===== src/rtl/muldiv_pkg.sv =====
// muldiv_pkg
// Shared definitions for the EX-stage multiply/divide sequencer:
//   - operation encodings carried on req_op_i
//   - controller state enumeration
//   - DIV_ZERO_LO, the LO value returned for a skipped divide-by-zero
//     (used only when MULDIV_DIV_ZERO_SKIP_EN is defined)
package muldiv_pkg;

  localparam logic [1:0] MD_MULT  = 2'b00;
  localparam logic [1:0] MD_MULTU = 2'b01;
  localparam logic [1:0] MD_DIV   = 2'b10;
  localparam logic [1:0] MD_DIVU  = 2'b11;

  typedef enum logic [1:0] {
    IDLE  = 2'b00,
    BUSY  = 2'b01,
    DONE  = 2'b10,
    DRAIN = 2'b11
  } md_state_e;

  // All ones, wide enough for any DATA_W up to 64; users slice the low bits.
  localparam logic [63:0] DIV_ZERO_LO = '1;

endpackage


===== src/rtl/muldiv_ctrl_if.sv =====
// muldiv_ctrl_if
// Pipeline-side bundle between the EX stage (master) and muldiv_ctrl (slave).
//   req_valid_i/req_op_i/req_rs_i/req_rt_i : mul/div request from EX
//   accept_i                               : EX/MEM loads HI/LO this cycle
//   flush_i                                : exception flush of EX
//   stall_o                                : EX stall request
//   result_valid_o/hi_o/lo_o               : held result
//   busy_o                                 : controller not idle
interface muldiv_ctrl_if #(
  parameter int DATA_W = 32
);

  logic              req_valid_i;
  logic [1:0]        req_op_i;
  logic [DATA_W-1:0] req_rs_i;
  logic [DATA_W-1:0] req_rt_i;
  logic              accept_i;
  logic              flush_i;
  logic              stall_o;
  logic              result_valid_o;
  logic [DATA_W-1:0] hi_o;
  logic [DATA_W-1:0] lo_o;
  logic              busy_o;

  modport master (
    output req_valid_i, req_op_i, req_rs_i, req_rt_i, accept_i, flush_i,
    input  stall_o, result_valid_o, hi_o, lo_o, busy_o
  );

  modport slave (
    input  req_valid_i, req_op_i, req_rs_i, req_rt_i, accept_i, flush_i,
    output stall_o, result_valid_o, hi_o, lo_o, busy_o
  );

endinterface


===== src/rtl/muldiv_ctrl.sv =====
// muldiv_ctrl
// Sequences one MULT/MULTU/DIV/DIVU at a time onto the external mul and div
// units, stalls EX until the 64-bit result is held in HI/LO, and presents it
// until EX accepts it. A flushed operation is drained, since the units cannot
// be aborted.
// Ports:
//   clk, rst           : clock, synchronous active-high reset
//   ex                 : muldiv_ctrl_if.slave pipeline bundle
//   mul_start_o/div_start_o, mul_unsigned_o/div_unsigned_o : unit control
//   op1_o, op2_o       : operands to both units
//   mul_result_i/div_result_i, mul_done_i/div_done_i : unit completion
// Configuration:
//   MULDIV_DIV_ZERO_SKIP_EN : divide-by-zero bypasses the divider and
//   completes immediately with HI=rs, LO=all ones.
module muldiv_ctrl
  import muldiv_pkg::*;
#(
  parameter int DATA_W = 32
) (
  input  logic                clk,
  input  logic                rst,
  muldiv_ctrl_if.slave        ex,
  output logic                mul_start_o,
  output logic                mul_unsigned_o,
  output logic                div_start_o,
  output logic                div_unsigned_o,
  output logic [DATA_W-1:0]   op1_o,
  output logic [DATA_W-1:0]   op2_o,
  input  logic [2*DATA_W-1:0] mul_result_i,
  input  logic [2*DATA_W-1:0] div_result_i,
  input  logic                mul_done_i,
  input  logic                div_done_i
);

  md_state_e         state_q, state_d;
  logic [1:0]        op_q, op_d;
  logic [DATA_W-1:0] a_q, a_d;
  logic [DATA_W-1:0] b_q, b_d;
  logic [DATA_W-1:0] hi_q, hi_d;
  logic [DATA_W-1:0] lo_q, lo_d;

  logic                isIdle;
  logic                divZero;
  logic                unitDone;
  logic [2*DATA_W-1:0] unitResult;
  logic [1:0]          curOp;
  logic                mulStart;
  logic                divStart;

  assign isIdle = (state_q == IDLE);

`ifdef MULDIV_DIV_ZERO_SKIP_EN
  assign divZero = ex.req_op_i[1] && (ex.req_rt_i == '0);
`else
  assign divZero = 1'b0;
`endif

  // Only the unit that was started is listened to; the other unit's done
  // and result are ignored for the whole operation.
  assign unitDone   = op_q[1] ? div_done_i : mul_done_i;
  assign unitResult = op_q[1] ? div_result_i : mul_result_i;

  // In IDLE the request is routed straight through so the start pulse and
  // its operands appear in the same cycle; afterwards the latched copy keeps
  // them stable even if EX changes its operand buses.
  assign curOp = isIdle ? ex.req_op_i : op_q;
  assign op1_o = isIdle ? ex.req_rs_i : a_q;
  assign op2_o = isIdle ? ex.req_rt_i : b_q;

  assign mul_start_o    = mulStart;
  assign div_start_o    = divStart;
  assign mul_unsigned_o = curOp[0];
  assign div_unsigned_o = curOp[0];

  assign ex.result_valid_o = (state_q == DONE);
  assign ex.busy_o         = !isIdle;
  assign ex.hi_o           = hi_q;
  assign ex.lo_o           = lo_q;
  assign ex.stall_o        = ex.req_valid_i && !ex.result_valid_o && !ex.flush_i;

  // State register and datapath latches.
  always_ff @(posedge clk) begin
    if (rst) begin
      state_q <= IDLE;
      op_q    <= '0;
      a_q     <= '0;
      b_q     <= '0;
      hi_q    <= '0;
      lo_q    <= '0;
    end else begin
      state_q <= state_d;
      op_q    <= op_d;
      a_q     <= a_d;
      b_q     <= b_d;
      hi_q    <= hi_d;
      lo_q    <= lo_d;
    end
  end

  // Next-state and start-pulse logic. A flush always wins: in BUSY it either
  // drains the unit or, if done arrives together with it, drops the result;
  // in DONE it discards the held result even when accept is also high.
  always_comb begin
    state_d  = state_q;
    op_d     = op_q;
    a_d      = a_q;
    b_d      = b_q;
    hi_d     = hi_q;
    lo_d     = lo_q;
    mulStart = 1'b0;
    divStart = 1'b0;

    unique case (state_q)
      IDLE: begin
        if (ex.req_valid_i && !ex.flush_i) begin
          op_d = ex.req_op_i;
          a_d  = ex.req_rs_i;
          b_d  = ex.req_rt_i;
          if (divZero) begin
            state_d = DONE;
            hi_d    = ex.req_rs_i;
            lo_d    = DIV_ZERO_LO[DATA_W-1:0];
          end else begin
            state_d = BUSY;
            if (ex.req_op_i[1]) divStart = 1'b1;
            else                mulStart = 1'b1;
          end
        end
      end
      BUSY: begin
        if (ex.flush_i) begin
          state_d = unitDone ? IDLE : DRAIN;
        end else if (unitDone) begin
          state_d = DONE;
          hi_d    = unitResult[2*DATA_W-1:DATA_W];
          lo_d    = unitResult[DATA_W-1:0];
        end
      end
      DONE: begin
        if (ex.flush_i || ex.accept_i) state_d = IDLE;
      end
      DRAIN: begin
        if (unitDone) state_d = IDLE;
      end
      default: state_d = IDLE;
    endcase
  end

endmodule


===== src/flat_wrapper.sv =====
// flat-port wrapper written by rule: the top's interface ports become plain ports
module muldiv_ctrl_flat import muldiv_pkg::*;
#(
  parameter int DATA_W = 32
)
  (clk, rst, mul_start_o, mul_unsigned_o, div_start_o, div_unsigned_o, op1_o, op2_o, mul_result_i, div_result_i, mul_done_i, div_done_i, ex_req_valid_i, ex_req_op_i, ex_req_rs_i, ex_req_rt_i, ex_accept_i, ex_flush_i, ex_stall_o, ex_result_valid_o, ex_hi_o, ex_lo_o, ex_busy_o);
  muldiv_ctrl_if #(.DATA_W(DATA_W)) ex_i ();
  input  logic clk;
  input  logic rst;
  output logic mul_start_o;
  output logic mul_unsigned_o;
  output logic div_start_o;
  output logic div_unsigned_o;
  output logic [DATA_W-1:0] op1_o;
  output logic [DATA_W-1:0] op2_o;
  input  logic [2*DATA_W-1:0] mul_result_i;
  input  logic [2*DATA_W-1:0] div_result_i;
  input  logic mul_done_i;
  input  logic div_done_i;
  input wire logic [$bits(ex_i.req_valid_i)-1:0] ex_req_valid_i;
  input wire logic [$bits(ex_i.req_op_i)-1:0] ex_req_op_i;
  input wire logic [$bits(ex_i.req_rs_i)-1:0] ex_req_rs_i;
  input wire logic [$bits(ex_i.req_rt_i)-1:0] ex_req_rt_i;
  input wire logic [$bits(ex_i.accept_i)-1:0] ex_accept_i;
  input wire logic [$bits(ex_i.flush_i)-1:0] ex_flush_i;
  output wire logic [$bits(ex_i.stall_o)-1:0] ex_stall_o;
  output wire logic [$bits(ex_i.result_valid_o)-1:0] ex_result_valid_o;
  output wire logic [$bits(ex_i.hi_o)-1:0] ex_hi_o;
  output wire logic [$bits(ex_i.lo_o)-1:0] ex_lo_o;
  output wire logic [$bits(ex_i.busy_o)-1:0] ex_busy_o;
  assign ex_i.req_valid_i = ex_req_valid_i;
  assign ex_i.req_op_i = ex_req_op_i;
  assign ex_i.req_rs_i = ex_req_rs_i;
  assign ex_i.req_rt_i = ex_req_rt_i;
  assign ex_i.accept_i = ex_accept_i;
  assign ex_i.flush_i = ex_flush_i;
  assign ex_stall_o = ex_i.stall_o;
  assign ex_result_valid_o = ex_i.result_valid_o;
  assign ex_hi_o = ex_i.hi_o;
  assign ex_lo_o = ex_i.lo_o;
  assign ex_busy_o = ex_i.busy_o;
  muldiv_ctrl #(.DATA_W(DATA_W)) u_core (.clk(clk), .rst(rst), .ex(ex_i), .mul_start_o(mul_start_o), .mul_unsigned_o(mul_unsigned_o), .div_start_o(div_start_o), .div_unsigned_o(div_unsigned_o), .op1_o(op1_o), .op2_o(op2_o), .mul_result_i(mul_result_i), .div_result_i(div_result_i), .mul_done_i(mul_done_i), .div_done_i(div_done_i));
endmodule

===== config.mk =====
export PLATFORM = sky130hd
export DESIGN_NAME = muldiv_ctrl_flat
export DESIGN_NICKNAME = d
export VERILOG_FILES = /design/src/rtl/muldiv_pkg.sv /design/src/rtl/muldiv_ctrl_if.sv /design/src/rtl/muldiv_ctrl.sv /design/src/flat_wrapper.sv
export SDC_FILE = /design/constraint.sdc
export NUM_CORES = 1
export LEC_CHECK = 0
export ABC_AREA = 1
export ABC_CLOCK_PERIOD_IN_PS = 1630
export CORE_AREA = 2 2 132 134
export CTS_BUF_LIST = sky130_fd_sc_hd__clkbuf_4 sky130_fd_sc_hd__clkbuf_8
export CTS_CLUSTER_SIZE = 8
export DETAILED_ROUTE_END_ITERATION = 7
export DIE_AREA = 0 0 134 136
export PLACE_DENSITY_LB_ADDON = 0.2
export SYNTH_ARGS = -nofsm -noshare
export SYNTH_HDL_FRONTEND = slang
export SYNTH_SLANG_ARGS = --single-unit

===== constraint.sdc =====
create_clock -name clk -period 1.63 [get_ports clk]
set_input_delay 0.2445 -clock clk [delete_from_list [all_inputs] [get_ports clk]]
set_output_delay 0.2445 -clock clk [all_outputs]
set_load 0.03 [all_outputs]

Yosys cells after proc, flatten, opt, wreduce, memory -nomap -nowiden. Cells that the tools add are included.

Input bits: 201. Register bits after elaboration: 132. Word-level logic and storage cells: 43.

Equal/unequal tests: 7. Bitwise logic cells: 1. Reduce and logical (&&, ||, !) cells: 11. Mux-type cells: 18.

Operators by type and width (count): $mux 32 (2); $mux 64 (1); $mux 2 (6); $mux 1 (8); $pmux 2 s4 (1); $eq 2x2->1 const B (2); $ne 2x2->1 const B (2); $reduce_and 4->1 (1); $logic_and 1x1->1 (3); $logic_not 1->1 (3); $ne 3x2->1 const B (1); $reduce_and 3->1 (1); $eq 2x1->1 const B (1); $logic_not 2->1 (1); $ne 2x1->1 const B (1); $reduce_and 2->1 (1); $logic_or 1x1->1 (1); $not 1->1 (1).

Longest topological paths before layout. Gate-level depths: netlist of run 1.

Depth after elaboration: 4. Mapped depth: 9.

Worst setup path after synthesis of run 1. No wires, ideal clock.

Path kind: flip-flop to output port. Start: register u_core.state_q[0]. End: output mul_unsigned_o. Buffers on the path: 3. Data arrival time: 1838 ps. Path slack: -452 ps. Stages on the path, launching flop included: 6. Cells stage by stage: dfxtp_1 -> nor2_4 -> buf_2 -> buf_2 -> o21ai_0 -> buf_4.

Longest elaborated chain between the ends: 2.

RTL lines: start: declaration (RTL line muldiv_ctrl.sv:35) `md_state_e state_q, state_d;`; start signal: assignment (RTL line muldiv_ctrl.sv:91) `state_q <= state_d;`; $logic_not 2->1 (RTL line muldiv_ctrl.sv:50) `assign isIdle = (state_q == IDLE);`; $mux 1 (RTL line muldiv_ctrl.sv:66) `assign curOp = isIdle ? ex.req_op_i : op_q;`; end: declaration (RTL line flat_wrapper.sv:11) `output logic mul_unsigned_o;`.

No other way between the ends.

Worst setup path in the final report of run 1.
Start: register u_core.state_q[1]. End: output op2_o[15].

Longest elaborated chain between the ends: 2.

RTL lines: $logic_not 2->1 (RTL line muldiv_ctrl.sv:50); $mux 32 (RTL line muldiv_ctrl.sv:68) `assign op2_o = isIdle ? ex.req_rt_i : b_q;`; end: declaration (RTL line flat_wrapper.sv:15) `output logic [DATA_W-1:0] op2_o;`.

No other way between the ends.

==> flow_summary.json, run 1 <==
{
  "clock_path_buffers": 2,
  "global_route.usage.total": 0.228,
  "netlist_top_cells_count": "sky130_fd_sc_hd__nand2_1 (334), sky130_fd_sc_hd__dfxtp_1 (132), sky130_fd_sc_hd__a21oi_1 (129)",
  "drt-pass1-iter-count": 5,
  "postSynth.topFlopCell": "sky130_fd_sc_hd__dfxtp_1",
  "postSynthAreaPerCell_um2": 6.63,
  "yosys.area.top_type_share": 0.416,
  "combinational_power_share": 0.489,
  "synthesis.instances": 958,
  "p_clk_frac": 0.243,
  "antenna_cells_inserted": 0,
  "final-max-slew-violation-count": 0,
  "root_buffer": "sky130_fd_sc_hd__clkbuf_8",
  "fill_cells": 1632,
  "first_global_vias": 6705,
  "cts_htree_levels": 4,
  "insertion_delay_ns": 0.44,
  "static_leakage_nw": 4.57,
  "placement_rows": 48,
  "number_of_antenna_violations_at_the_first_check_in_global_routing": 0,
  "power_frac_seq": 0.268,
  "drive_above_1_share": 0.125,
  "power.switching_mw": 5.63,
  "grt_first_pass_wirelength_mm": 33.3,
  "status": "finished with violations",
  "post_cts_hold_buffer_count": 0,
  "seq_area_frac_synth": 0.416,
  "fin_ws_ns": -0.233,
  "cp_slowest_cell": "sky130_fd_sc_hd__dfxtp_2",
  "starting_density": 0.376,
  "cell_internal_pwr_mw": 8.23,
  "numPortBuffers": 335,
  "max-vdd-ir-drop_v": 0.000877,
  "io-pin-count": 336,
  "avgRoutedWirePerCell_um": 14.2,
  "post_synth_edffs": 0,
  "crit_chain": "nor2_4 -> buf_12 -> bufbuf_16 -> o21ai_0 -> buf_4",
  "numCtsBuffers": 17,
  "global_route.overflow_total": 0,
  "synth.ff_latch_count": 132,
  "hold_viol": 0,
  "final_nets": 1470,
  "max_slew_margin": 0.682,
  "post_synth_instance_area_um2": 6350,
  "critical_path_arrival_ns": 1.62,
  "die-height_um": 136,
  "power.total_mw": 13.9,
  "avgViaCountPerCell": 4.77,
  "path_buf_inv": 3,
  "areaGrowthSynthToFinish_pct": 61.9,
  "cpPeakStageDelay_ns": 0.34,
  "dpl_hpwl_mm": 15.0,
  "synthTopCellsByArea": "sky130_fd_sc_hd__dfxtp_1 (42%), sky130_fd_sc_hd__nand2_1 (20%), sky130_fd_sc_hd__a21oi_1 (10%)",
  "slew_of_the_pin_with_the_lowest_slew_margin_ns": 0.477,
  "finClkSkew_ns": 0.0111,
  "drv.max_cap_violation_count": 0,
  "failed_checks": "setup timing",
  "vias": 7183,
  "worst_ep_required_time_ns": 1.39,
  "timing.critical_path.fanout_max": 17,
  "timing.critical_path.max_delay_family": "buffers and inverters",
  "postSynth.asyncResetShare": 0,
  "die_outline_area_um2": 18200,
  "sw_ratio": 0.406,
  "die_width_um": 134,
  "mappedNetlistNets": 1159,
  "final.setup.tns_ns": -11.52,
  "drt-total-wl_mm": 21.3,
  "period_needed_ns": 1.86,
  "drc": 0,
  "finalWeightedCongestion": 0.753,
  "synth_most_common_cell": "sky130_fd_sc_hd__nand2_1",
  "max_freq_mhz": 537,
  "core_area_um2": 16900,
  "number_of_distinct_library_cells_after_synthesis": 18,
  "clock_sink_count": 132,
  "drt_iter0_drc": 372,
  "final-seq-area_um2": 2650,
  "setup_viol": 68,
  "combined_area_of_the_multi_input_logic_cells_um2": 3040,
  "maximum_number_of_pins_on_one_net_before_global_route_repair": 67,
  "grt_setup_unrepaired": "true",
  "final.period_utilization": 1.14,
  "crit_path_end_kind": "primary output",
  "hold_path.class": "input port to register",
  "timing_worst_setup_path_type": "register to primary output",
  "synth_largest_area_cell": "sky130_fd_sc_hd__dfxtp_1",
  "pwr_dens_nw_per_um2": 1350,
  "yosysWarnings": 0,
  "cts_tree": "built",
  "ant_nets": 0,
  "cts.reportedPaths.clkPinSlew_ns": 0.08,
  "worstSetupStartpointType": "register"
}
-- registers in the layout, summed over array words and instances (netlist names) --
signal / count
u_core.a_q: 32
u_core.state_q: 2
u_core.ex.hi_o: 32
u_core.b_q: 32
u_core.ex.lo_o: 32
u_core.op_q: 2
-- layout by cell type, fill, tap and decap left out, drive strengths merged, types with 2 or more instances in the layout --
cell type      instances
clkdlybuf4s50        199
clkinv                 4
buf                  105
o21ai                131
nor2                  13
clkbuf                17
dfxtp                132
clkinvlp               2
nand2                337
inv                   76
dlygate4sd2           64
bufinv                 6
a21oi                129
nand3                 65
-- worst paths after layout --
path | endpoint | start | slack [ns] | depth (start not counted)
max reg2reg | u_core.a_q[19] | u_core.state_q[1] | 0.08 | 8
min reg2reg | u_core.a_q[4] | u_core.a_q[4] | 0.45 | 2
min | u_core.ex.lo_o[17] | rst | 0.30 | 3
max | op2_o[15] | u_core.state_q[1] | -0.23 | 5
-- layer usage --
| metal | track usage | wire, µm | vias to the layer above |
|---|---|---|---|
| met2 | 0.395 | 10300 | 242 |
| met5 | 0 | 0 | - |
| met4 | 0.0668 | 332 | 0 |
| li1 | - | - | 3702 |
| met1 | 0.262 | 8680 | 3214 |
| met3 | 0.0861 | 2000 | 25 |
-- repair_timing --
action / 4_1_cts / 5_1_grt
endpoints found under the setup margin: 135 / 68
resized for setup: 106 / 28
gates cloned: 1 / 0
pin swaps: 1 / 0
setup buffers: 4 / 1
-- power groups by stage --
stage | logic (mW) | registers (mW) | clock network [mW]
floorplan | 3.74 | 3.94 | 0
global placement | 6.28 | 3.78 | 0
detailed placement | 6.31 | 3.80 | 0
CTS | 6.71 | 3.72 | 3.45
global route | 7.33 | 3.76 | 3.60
finish | 6.78 | 3.72 | 3.37
-- per-stage QoR --
step                hold WS [ns]  utilization  std cells  setup slack, ns  cell area, µm²
floorplan                  0.418            -        958           -0.114            6350
global placement           0.433        0.574       1469           0.0248            9690
detailed placement         0.439        0.574       1469         0.000129            9690
CTS                        0.272        0.607       1506           -0.260           10300
global route               0.289        0.609       1507           -0.324           10300
finish                     0.300        0.609       1507           -0.233           10300
-- cell type report --
type	count	area share
clock inverters	15	0.0246
repair buffers	369	0.346
well taps	225	0.0274
clock buffers	17	0.0228
flip-flops and latches	132	0.257
multi-input cells	676	0.295
inverters	73	0.0267
-- kinds of logic after synthesis --
logic type	Yosys count	share of synthesized area
simple gates	415	0.264
compound gates	261	0.207
buf+inv	150	0.113
flops	132	0.416
-- worst min-delay path, cell delays in order --
cell and delay, ns:
sky130_fd_sc_hd__buf_2 0.12, sky130_fd_sc_hd__buf_12 0.20, sky130_fd_sc_hd__a21oi_1 0.13
(Power assumes the default switching activity.)
==> run 2, diff against run 1 <==
--- a/config.mk
+++ b/config.mk
@@ -12,6 +12,7 @@
 export CTS_CLUSTER_SIZE = 8
 export DETAILED_ROUTE_END_ITERATION = 7
 export DIE_AREA = 0 0 134 136
+export MAX_ROUTING_LAYER = met4
 export PLACE_DENSITY_LB_ADDON = 0.2
 export SYNTH_ARGS = -nofsm -noshare
 export SYNTH_HDL_FRONTEND = slang
==> run 2 against run 1 <==
The flow still finishes with violations (setup timing); critical path depth stayed put; wire length is 0.15% higher; flip-flop and latch count stayed put; sequential power hardly changed; hold slack better by 0.0049 ns; clock power hardly changed.
==> flow_summary.json, run 2 (synthesis results as in run 1) <==
{
  "drt-total-wl_mm": 21.4,
  "max-vdd-ir-drop_v": 0.000877,
  "critical_path_arrival_ns": 1.61,
  "drt_iter0_drc": 367,
  "cp_slowest_cell": "sky130_fd_sc_hd__dfxtp_2",
  "maximum_number_of_pins_on_one_net_before_global_route_repair": 67,
  "cts.reportedPaths.clkPinSlew_ns": 0.07,
  "worst_ep_required_time_ns": 1.39,
  "hold_path.class": "input port to register",
  "final-max-slew-violation-count": 0,
  "clock_sink_count": 132,
  "drive_above_1_share": 0.125,
  "dpl_hpwl_mm": 15.0,
  "root_buffer": "sky130_fd_sc_hd__clkbuf_8",
  "ant_nets": 0,
  "drt-pass1-iter-count": 5,
  "setup_viol": 68,
  "grt_setup_unrepaired": "true",
  "max_slew_margin": 0.683,
  "die_outline_area_um2": 18200,
  "avgViaCountPerCell": 4.78,
  "final.period_utilization": 1.14,
  "timing_worst_setup_path_type": "register to primary output",
  "max_freq_mhz": 539,
  "worst_r2r_startpoint": "u_core.state_q[1]",
  "core_area_um2": 16900,
  "antenna_cells_inserted": 0,
  "hold_depth": 3,
  "cts_htree_levels": 4,
  "timing.critical_path.max_delay_family": "buffers and inverters",
  "path_buf_inv": 3,
  "static_leakage_nw": 4.57,
  "clock_path_buffers": 2,
  "global_route.usage.total": 0.235,
  "fin_ws_ns": -0.226,
  "worstHoldStart": "rst",
  "fill_cells": 1632,
  "crit_chain": "nor2_4 -> buf_12 -> bufbuf_16 -> o21ai_0 -> buf_4",
  "slew_of_the_pin_with_the_lowest_slew_margin_ns": 0.475,
  "global_route.overflow_total": 0,
  "final_common_cell": "sky130_fd_sc_hd__nand2_1",
  "starting_density": 0.376,
  "die_width_um": 134,
  "final.setup.tns_ns": -11.09,
  "failed_checks": "setup timing",
  "number_of_antenna_violations_at_the_first_check_in_global_routing": 0,
  "hold_viol": 0,
  "cpPeakStageDelay_ns": 0.34,
  "grt_first_pass_wirelength_mm": 33.3,
  "holdPathEnd": "u_core.ex.lo_o[4]",
  "avgRoutedWirePerCell_um": 14.2,
  "crit-reg2reg-capture": "u_core.b_q[8]",
  "final_nets": 1470,
  "final_cell_mix": "sky130_fd_sc_hd__nand2_1 (333), sky130_fd_sc_hd__clkdlybuf4s50_1 (199), sky130_fd_sc_hd__a21oi_1 (129), sky130_fd_sc_hd__dfxtp_1 (129), sky130_fd_sc_hd__o21ai_0 (92)",
  "finalWeightedCongestion": 0.763,
  "drv.max_cap_violation_count": 0,
  "timing.critical_path.fanout_max": 17,
  "cts_tree": "built",
  "worstSetupStartpointType": "register",
  "reg2reg_setup_slack_ns": 0.09,
  "crit_path_end_kind": "primary output",
  "numPortBuffers": 335,
  "post_cts_hold_buffer_count": 0,
  "placement_rows": 48,
  "drc": 0,
  "power.total_mw": 13.9,
  "die-height_um": 136,
  "finClkSkew_ns": 0.0113,
  "io-pin-count": 336,
  "insertion_delay_ns": 0.44,
  "numCtsBuffers": 17,
  "pwr_dens_nw_per_um2": 1350,
  "status": "finished with violations",
  "r2r_cells": 8,
  "period_needed_ns": 1.86,
  "areaGrowthSynthToFinish_pct": 61.9,
  "first_global_vias": 6700,
  "post-route-util": 0.609,
  "vias": 7209
}
[run 2: how the worst max path moves through the flow]
| stage | slack (ns) | to | from | depth (start not counted) |
|---|---|---|---|---|
| 2_1_floorplan | -0.11 | op1_o[12] | u_core.state_q[0] | 4 |
| 3_3_place_gp | 0.02 | ex_busy_o | u_core.state_q[0] | 3 |
| 3_5_place_dp | 0.0001 | u_core.ex.lo_o[7] | ex_flush_i | 6 |
| 4_1_cts | -0.26 | op2_o[15] | u_core.state_q[1] | 5 |
| 5_1_grt | -0.32 | op2_o[24] | u_core.state_q[1] | 5 |
| 6_report | -0.23 | op2_o[15] | u_core.state_q[1] | 5 |
[run 2: metal layers]
metal | up-vias | track usage | share of wire
li1 | 3704 | - | -
met4 | 0 | 0.0827 | 0.018
met3 | 28 | 0.0690 | 0.089
met2 | 255 | 0.395 | 0.48
met5 | - | - | 0
met1 | 3222 | 0.268 | 0.41
[run 2: timing repair]
item,CTS,global route
endpoints found under the setup margin,135,68
setup buffers,4,1
gates cloned,1,0
gates resized for setup,106,26
pin swaps,1,0
[run 2: power breakdown]
| part | switching [mW] | internal, mW |
|---|---|---|
| Combinational | 4.13 | 2.64 |
| Sequential | 0.123 | 3.59 |
| Clock | 1.38 | 1.99 |
[run 2: cell type report]
type / instances / area, µm² / share of cell area
clock inverter: 15 / 253 / 0.0246
clock buffer: 17 / 234 / 0.0228
inverter: 73 / 274 / 0.0267
tap: 225 / 282 / 0.0274
multi-input combinational: 676 / 3040 / 0.295
timing repair buffer: 369 / 3560 / 0.346
sequential: 132 / 2650 / 0.257
[run 2: worst register-to-register path, delay by kind of cell (launching register included)]
family | cells | cell delay (ns)
buffers and inverters | 4 | 0.65
flip-flops | 1 | 0.34
AND/OR/NAND/NOR | 2 | 0.21
AO/OA/AOI/OAI | 2 | 0.24
[run 2: per-stage QoR]
stage	std cells	hold slack (ns)	setup WS, ns	cell area, µm²
4_1_cts	1506	0.272	-0.260	10300
6_report	1507	0.305	-0.226	10300
3_5_place_dp	1469	0.439	0.000129	9690
5_1_grt	1507	0.290	-0.323	10300
2_1_floorplan	958	0.418	-0.114	6350
3_3_place_gp	1469	0.433	0.0248	9690
